[src/rtl/psg_reg_ctrl.sv]
// SN76489-style register controller: latch/data byte decode, tone/att/noise
// registers, generator load pulses and READY busy timing in div16 ticks.
// Ports: clk, reset_n, clk_div16_en, we, din[7:0] in; ready, freq0-2[9:0],
//        att0-3[3:0], noise_ctrl[2:0], noise_reload, freq_load[2:0] out.
module psg_reg_ctrl #(
  parameter int          BUSY_TICKS  = 2,
  parameter logic [3:0]  RESET_ATTEN = 4'hF
) (
  input  logic       clk,
  input  logic       reset_n,
  input  logic       clk_div16_en,
  input  logic       we,
  input  logic [7:0] din,
  output logic       ready,
  output logic [9:0] freq0,
  output logic [9:0] freq1,
  output logic [9:0] freq2,
  output logic [3:0] att0,
  output logic [3:0] att1,
  output logic [3:0] att2,
  output logic [3:0] att3,
  output logic [2:0] noise_ctrl,
  output logic       noise_reload,
  output logic [2:0] freq_load
);

  localparam int CW =
    (BUSY_TICKS < 1) ? 1 : $clog2(BUSY_TICKS + 1);

  logic [2:0][9:0] freq_q, freq_d;
  logic [3:0][3:0] att_q, att_d;
  logic [2:0]      noise_q, noise_d;
  logic [1:0]      lch_q, lch_d;
  logic            ltype_q, ltype_d;
  logic [2:0]      fl_q, fl_d;
  logic            nr_q, nr_d;
  logic [CW-1:0]   cnt_q, cnt_d;

  logic            acc;
  logic [1:0]      ch;
  logic            typ;

  assign ready = (cnt_q == '0);
  assign acc   = we & ready;

  // A latch byte selects its own target; a data byte uses the stored latch.
  assign ch  = din[7] ? din[6:5] : lch_q;
  assign typ = din[7] ? din[4]   : ltype_q;

  always_comb begin
    freq_d  = freq_q;
    att_d   = att_q;
    noise_d = noise_q;
    lch_d   = lch_q;
    ltype_d = ltype_q;
    fl_d    = '0;
    nr_d    = 1'b0;
    cnt_d   = cnt_q;
    if (acc) begin
      cnt_d = CW'(BUSY_TICKS);
      if (din[7]) begin
        lch_d   = din[6:5];
        ltype_d = din[4];
      end
      unique case (1'b1)
        typ: att_d[ch] = din[3:0];
        (!typ && ch == 2'd3): begin
          noise_d = din[2:0];
          nr_d    = 1'b1;
        end
        default: begin
          for (int n = 0; n < 3; n++) begin
            if (ch == 2'(n)) begin
              if (din[7]) freq_d[n][3:0] = din[3:0];
              else        freq_d[n][9:4] = din[5:0];
              fl_d[n] = 1'b1;
            end
          end
        end
      endcase
    end else if (clk_div16_en && cnt_q != '0) begin
      // An enable on the accepting edge is skipped by the branch above.
      cnt_d = cnt_q - CW'(1);
    end
  end

  always_ff @(posedge clk or negedge reset_n) begin
    if (!reset_n) begin
      freq_q  <= '0;
      att_q   <= {4{RESET_ATTEN}};
      noise_q <= '0;
      lch_q   <= 2'd0;
      ltype_q <= 1'b0;
      fl_q    <= '0;
      nr_q    <= 1'b0;
      cnt_q   <= '0;
    end else begin
      freq_q  <= freq_d;
      att_q   <= att_d;
      noise_q <= noise_d;
      lch_q   <= lch_d;
      ltype_q <= ltype_d;
      fl_q    <= fl_d;
      nr_q    <= nr_d;
      cnt_q   <= cnt_d;
    end
  end

  assign freq0        = freq_q[0];
  assign freq1        = freq_q[1];
  assign freq2        = freq_q[2];
  assign att0         = att_q[0];
  assign att1         = att_q[1];
  assign att2         = att_q[2];
  assign att3         = att_q[3];
  assign noise_ctrl   = noise_q;
  assign noise_reload = nr_q;
  assign freq_load    = fl_q;

endmodule

[config.mk]
export PLATFORM = sky130hd
export DESIGN_NAME = psg_reg_ctrl
export DESIGN_NICKNAME = d
export VERILOG_FILES = /design/src/rtl/psg_reg_ctrl.sv
export SDC_FILE = /design/constraint.sdc
export NUM_CORES = 1
export LEC_CHECK = 0
export CAP_MARGIN = 20
export CORE_UTILIZATION = 43
export DETAILED_ROUTE_END_ITERATION = 10
export GPL_TIMING_DRIVEN = 0
export PLACE_DENSITY = 0.76
export REMOVE_ABC_BUFFERS = 1
export SKIP_LAST_GASP = 1
export SLEW_MARGIN = 20
export SYNTH_ARGS = -nofsm -noshare
export SYNTH_HDL_FRONTEND = slang
export SYNTH_SLANG_ARGS = --single-unit
[constraint.sdc]
create_clock -name clk -period 1.88 [get_ports clk]
set_input_delay 0.376 -clock clk [delete_from_list [all_inputs] [get_ports clk]]
set_output_delay 0.376 -clock clk [all_outputs]
set_load 0.05 [all_outputs]
==> metrics.md <==
| Metric | Value |
|---|---|
| Worst path max stage delay | 0.48 ns |
| Fin crit share | 99.1% |
| CTS Buf Count | 9 |
| Drt first pass iters | 4 |
| Simple-gate area share of the yosys netlist | 8.83% |
| Critical path type | in2reg |
| DR iter-0 viols | 62 |
| Clk network pwr share | 16.1% |
| CP delay by family, top | multiplexers |
| Pre-CTS WS | -0.993 ns |
| Avg Inst Size Synth | 15.5 µm² |
| Area of the multi-input gates | 915 µm² |
| Fin. max-slew vios | 0 |
| Slew @ Worst Pin | 0.706 ns |
| Async S/R FF share, synth | 100% |
| Core box area | 5240 µm² |
| CP Cell Sequence | clkdlybuf4s50_1, mux2_2, nor4b_4, buf_4, mux2_2 |
| Clk slew on worst S/H paths | 0.06 ns |
| Die H | 76.6 µm |
| Fin crit period | 1.86 ns |
| Min-delay worst type | in2async |
| Worst path most repeated cell | mux2_2 |
| Mux contribution to synthesized area | 26.0% |
| Number of remaining DRC errors | 0 |
| Via count of the routed design | 1535 |
| Clock latency on the worst-skew pair | 0.33 ns |
| Slowest CP cell | clkdlybuf4s50_1 |
| Comb power frac | 52.0% |
| Vias in the first global route | 1623 |
| Largest family of logic cells by synthesized area | multiplexers |
| Synth cell types | 29 |
| Leakage | 1.83 nW |
| Worst EP required | 2.09 ns |
| Layout area overhead | 41.5% |
| Grt ovf | 0 |
| Effective utilization at floorplan | 45.7% |
| Peak VDD IR | 0.00103 V |
| Nets | 241 |
| Synthesized-area fraction occupied by adder cells | 0.523% |
| IO buf count | 65 |
| Post-synthesis xor/xnor area fraction | 0% |
| Final HPWL DP | 3310 µm |
| Mapped Area | 2390 µm² |
| Initial antenna violation count | 0 |
| RSZ-0062 raised after global routing | true |
| Synthesis warning total | 0 |
| # clock sinks | 58 |
| Worst Skew | 0.00654 ns |
| Mean number of vias per cell | 5.07 |
| EDFF count, synth | 0 |
| Share of cells above drive strength 1 | 45.1% |
| # diodes | 0 |
| Startpoint Class | input port |
| Slew HR | 52.9% |
| Final hold vios | 0 |
| Net Sw Power | 0.00310 W |
| Final GP Congestion | 0.697 |
| Rows | 26 |
| Gr usage total | 18.7% |
| Full die area | 5870 µm² |
| First-pass GRT wire length | 8360 µm |
| Register area | 1470 µm² |
| Post-layout util | 64.6% |
| Clock Path Buffers | 2 |
| H-tree levels | 3 |
| Max-Cap Viols | 0 |
| Sum of buffers and inverters on the critical path | 2 |
| Crit path capture type | register |
| DIE WIDTH | 76.6 µm |
| # fillers | 419 |
| Worst setup margin | 0.0163 ns |
| Pin count of the biggest net entering global routing | 59 |
| Design Power | 0.00672 W |
| Pint | 0.00362 W |
| Power Dens Cells | 1980 nW/µm² |
| Final setup viols | 0 |
| Drt total wl | 4990 µm |
| Root Driver | clkbuf_8 |
| Ports | 66 |
| Net Sw Frac | 46.1% |
| CTS tree | built |
| Ys flop type | dfrtp_1 |
| Most frequent cells in the layout | mux2_2 (51), dfrtp_1 (42), dlygate4sd2_1 (25) |
| Compound-Gate Fraction of Synth Area | 1.15% |
| Sequential area share after synthesis | 61.5% |
| CP Data Arrival Time | 2.07 ns |
| Maximum clock rate | 537 MHz |
| Mapped Cells | 154 |
| FF+latch count, synth | 58 |
| Worst Path Max Fanout | 6 |
| Sequential fraction of design power | 31.8% |
| DR WL/cell | 16.5 µm |
| Commonest non-fill, non-tap cell in the layout | mux2_2 |
| Status | completed |
| Routed Antenna Nets | 0 |
[stage by stage]
step	hold WS [ns]	instance area [µm²]	cells	TNS, ns
floorplan	0.0804	2350	146	-9.81
global placement	0.466	3090	281	-110.70
detailed placement	0.473	3090	281	-43.68
CTS	0.120	3320	303	-0.00311
global route	0.145	3390	303	-0.0305
finish	0.0941	3390	303	0
[final timing paths]
kind / cells past startpoint / start / end / slack [ns]
setup / recovery: 5 / din[6] / freq1[7]$_DFFE_PN0P_ / 0.02
hold / removal: 1 / reset_n / cnt_q[0]$_DFFE_PN0P_ / 0.09
setup reg to reg: 6 / cnt_q[0]$_DFFE_PN0P_ / freq1[7]$_DFFE_PN0P_ / 0.13
hold reg to reg: 2 / cnt_q[1]$_DFFE_PN0P_ / cnt_q[1]$_DFFE_PN0P_ / 0.48
max in group asynchronous: 1 / reset_n / freq1[4]$_DFFE_PN0P_ / 1.31
min in group clk: 2 / cnt_q[1]$_DFFE_PN0P_ / cnt_q[1]$_DFFE_PN0P_ / 0.48
[routing by layer]
metal	global-route usage (%)	share of wire (%)
met1	23.8	45
met2	28.0	45
met3	9.82	9.1
met4	4.62	0.48
met5	0	0
[kinds of logic (layout without fill, tap and decap cells)]
logic type / after synthesis / count (layout)
multiplexers: 55 / 55
buffers and inverters: 10 / 89
adder cells (fa/ha/maj): 1 / 1
AO/OA/AOI/OAI: 5 / 5
flip-flops: 58 / 58
AND/OR/NAND/NOR: 25 / 25
[synth_stat cells (all sizes together), types with 2 or more instances]
cell type	instances	area [µm²]
mux2i	4	47.6
nand4	4	37.5
nor4	4	61.3
buf	3	22.5
nor3	2	10.0
inv	2	7.51
clkbuf	5	18.8
mux2	51	574
o21ai	4	20.0
dfstp	16	420
dfrtp	42	1050
nor3b	2	20.0
nand2	6	22.5
[area by class of cell]
cell class | count | share of cell area, %
inverter | 2 | 0.222
clock inverter | 2 | 0.296
clock buffer | 14 | 5.40
timing repair buffer | 71 | 21.0
tap | 70 | 2.59
sequential | 58 | 43.5
multi-input combinational | 86 | 27.0
[power groups by stage]
stage	logic (W)	registers [W]	clock network [W]
after global placement	0.00360	0.00216	0
after floorplan	0.000757	0.00385	0
after CTS	0.00354	0.00216	0.00111
after detailed placement	0.00363	0.00218	0
final	0.00350	0.00214	0.00108
after global routing	0.00364	0.00221	0.00117
[state kept, by name, indices dropped and copies added, names as in the netlist]
register	count
noise_reload	1
freq0	10
lch_q	2
noise_ctrl	3
ltype_q	1
freq2	10
freq_load	3
att1	4
freq1	10
att0	4
cnt_q	2
att3	4
att2	4
[worst reg2reg max path, cell delays in order, from the launching register on]
cell and delay [ns]:
dfrtp_1 0.40, inv_1 0.07, ha_2 0.23, nand2_4 0.15, nor4b_4 0.26, buf_4 0.19
mux2_2 0.34
[timing repair]
item,in CTS,in global routing
gates cloned,0,0
gates resized for setup,34,32
pin swaps,2,0
setup buffers,6,0
hold buffers,0,0
endpoints found under the hold margin,0,0
endpoints found under the setup margin,79,74
No activity file was read; power rests on OpenSTA's default activity.
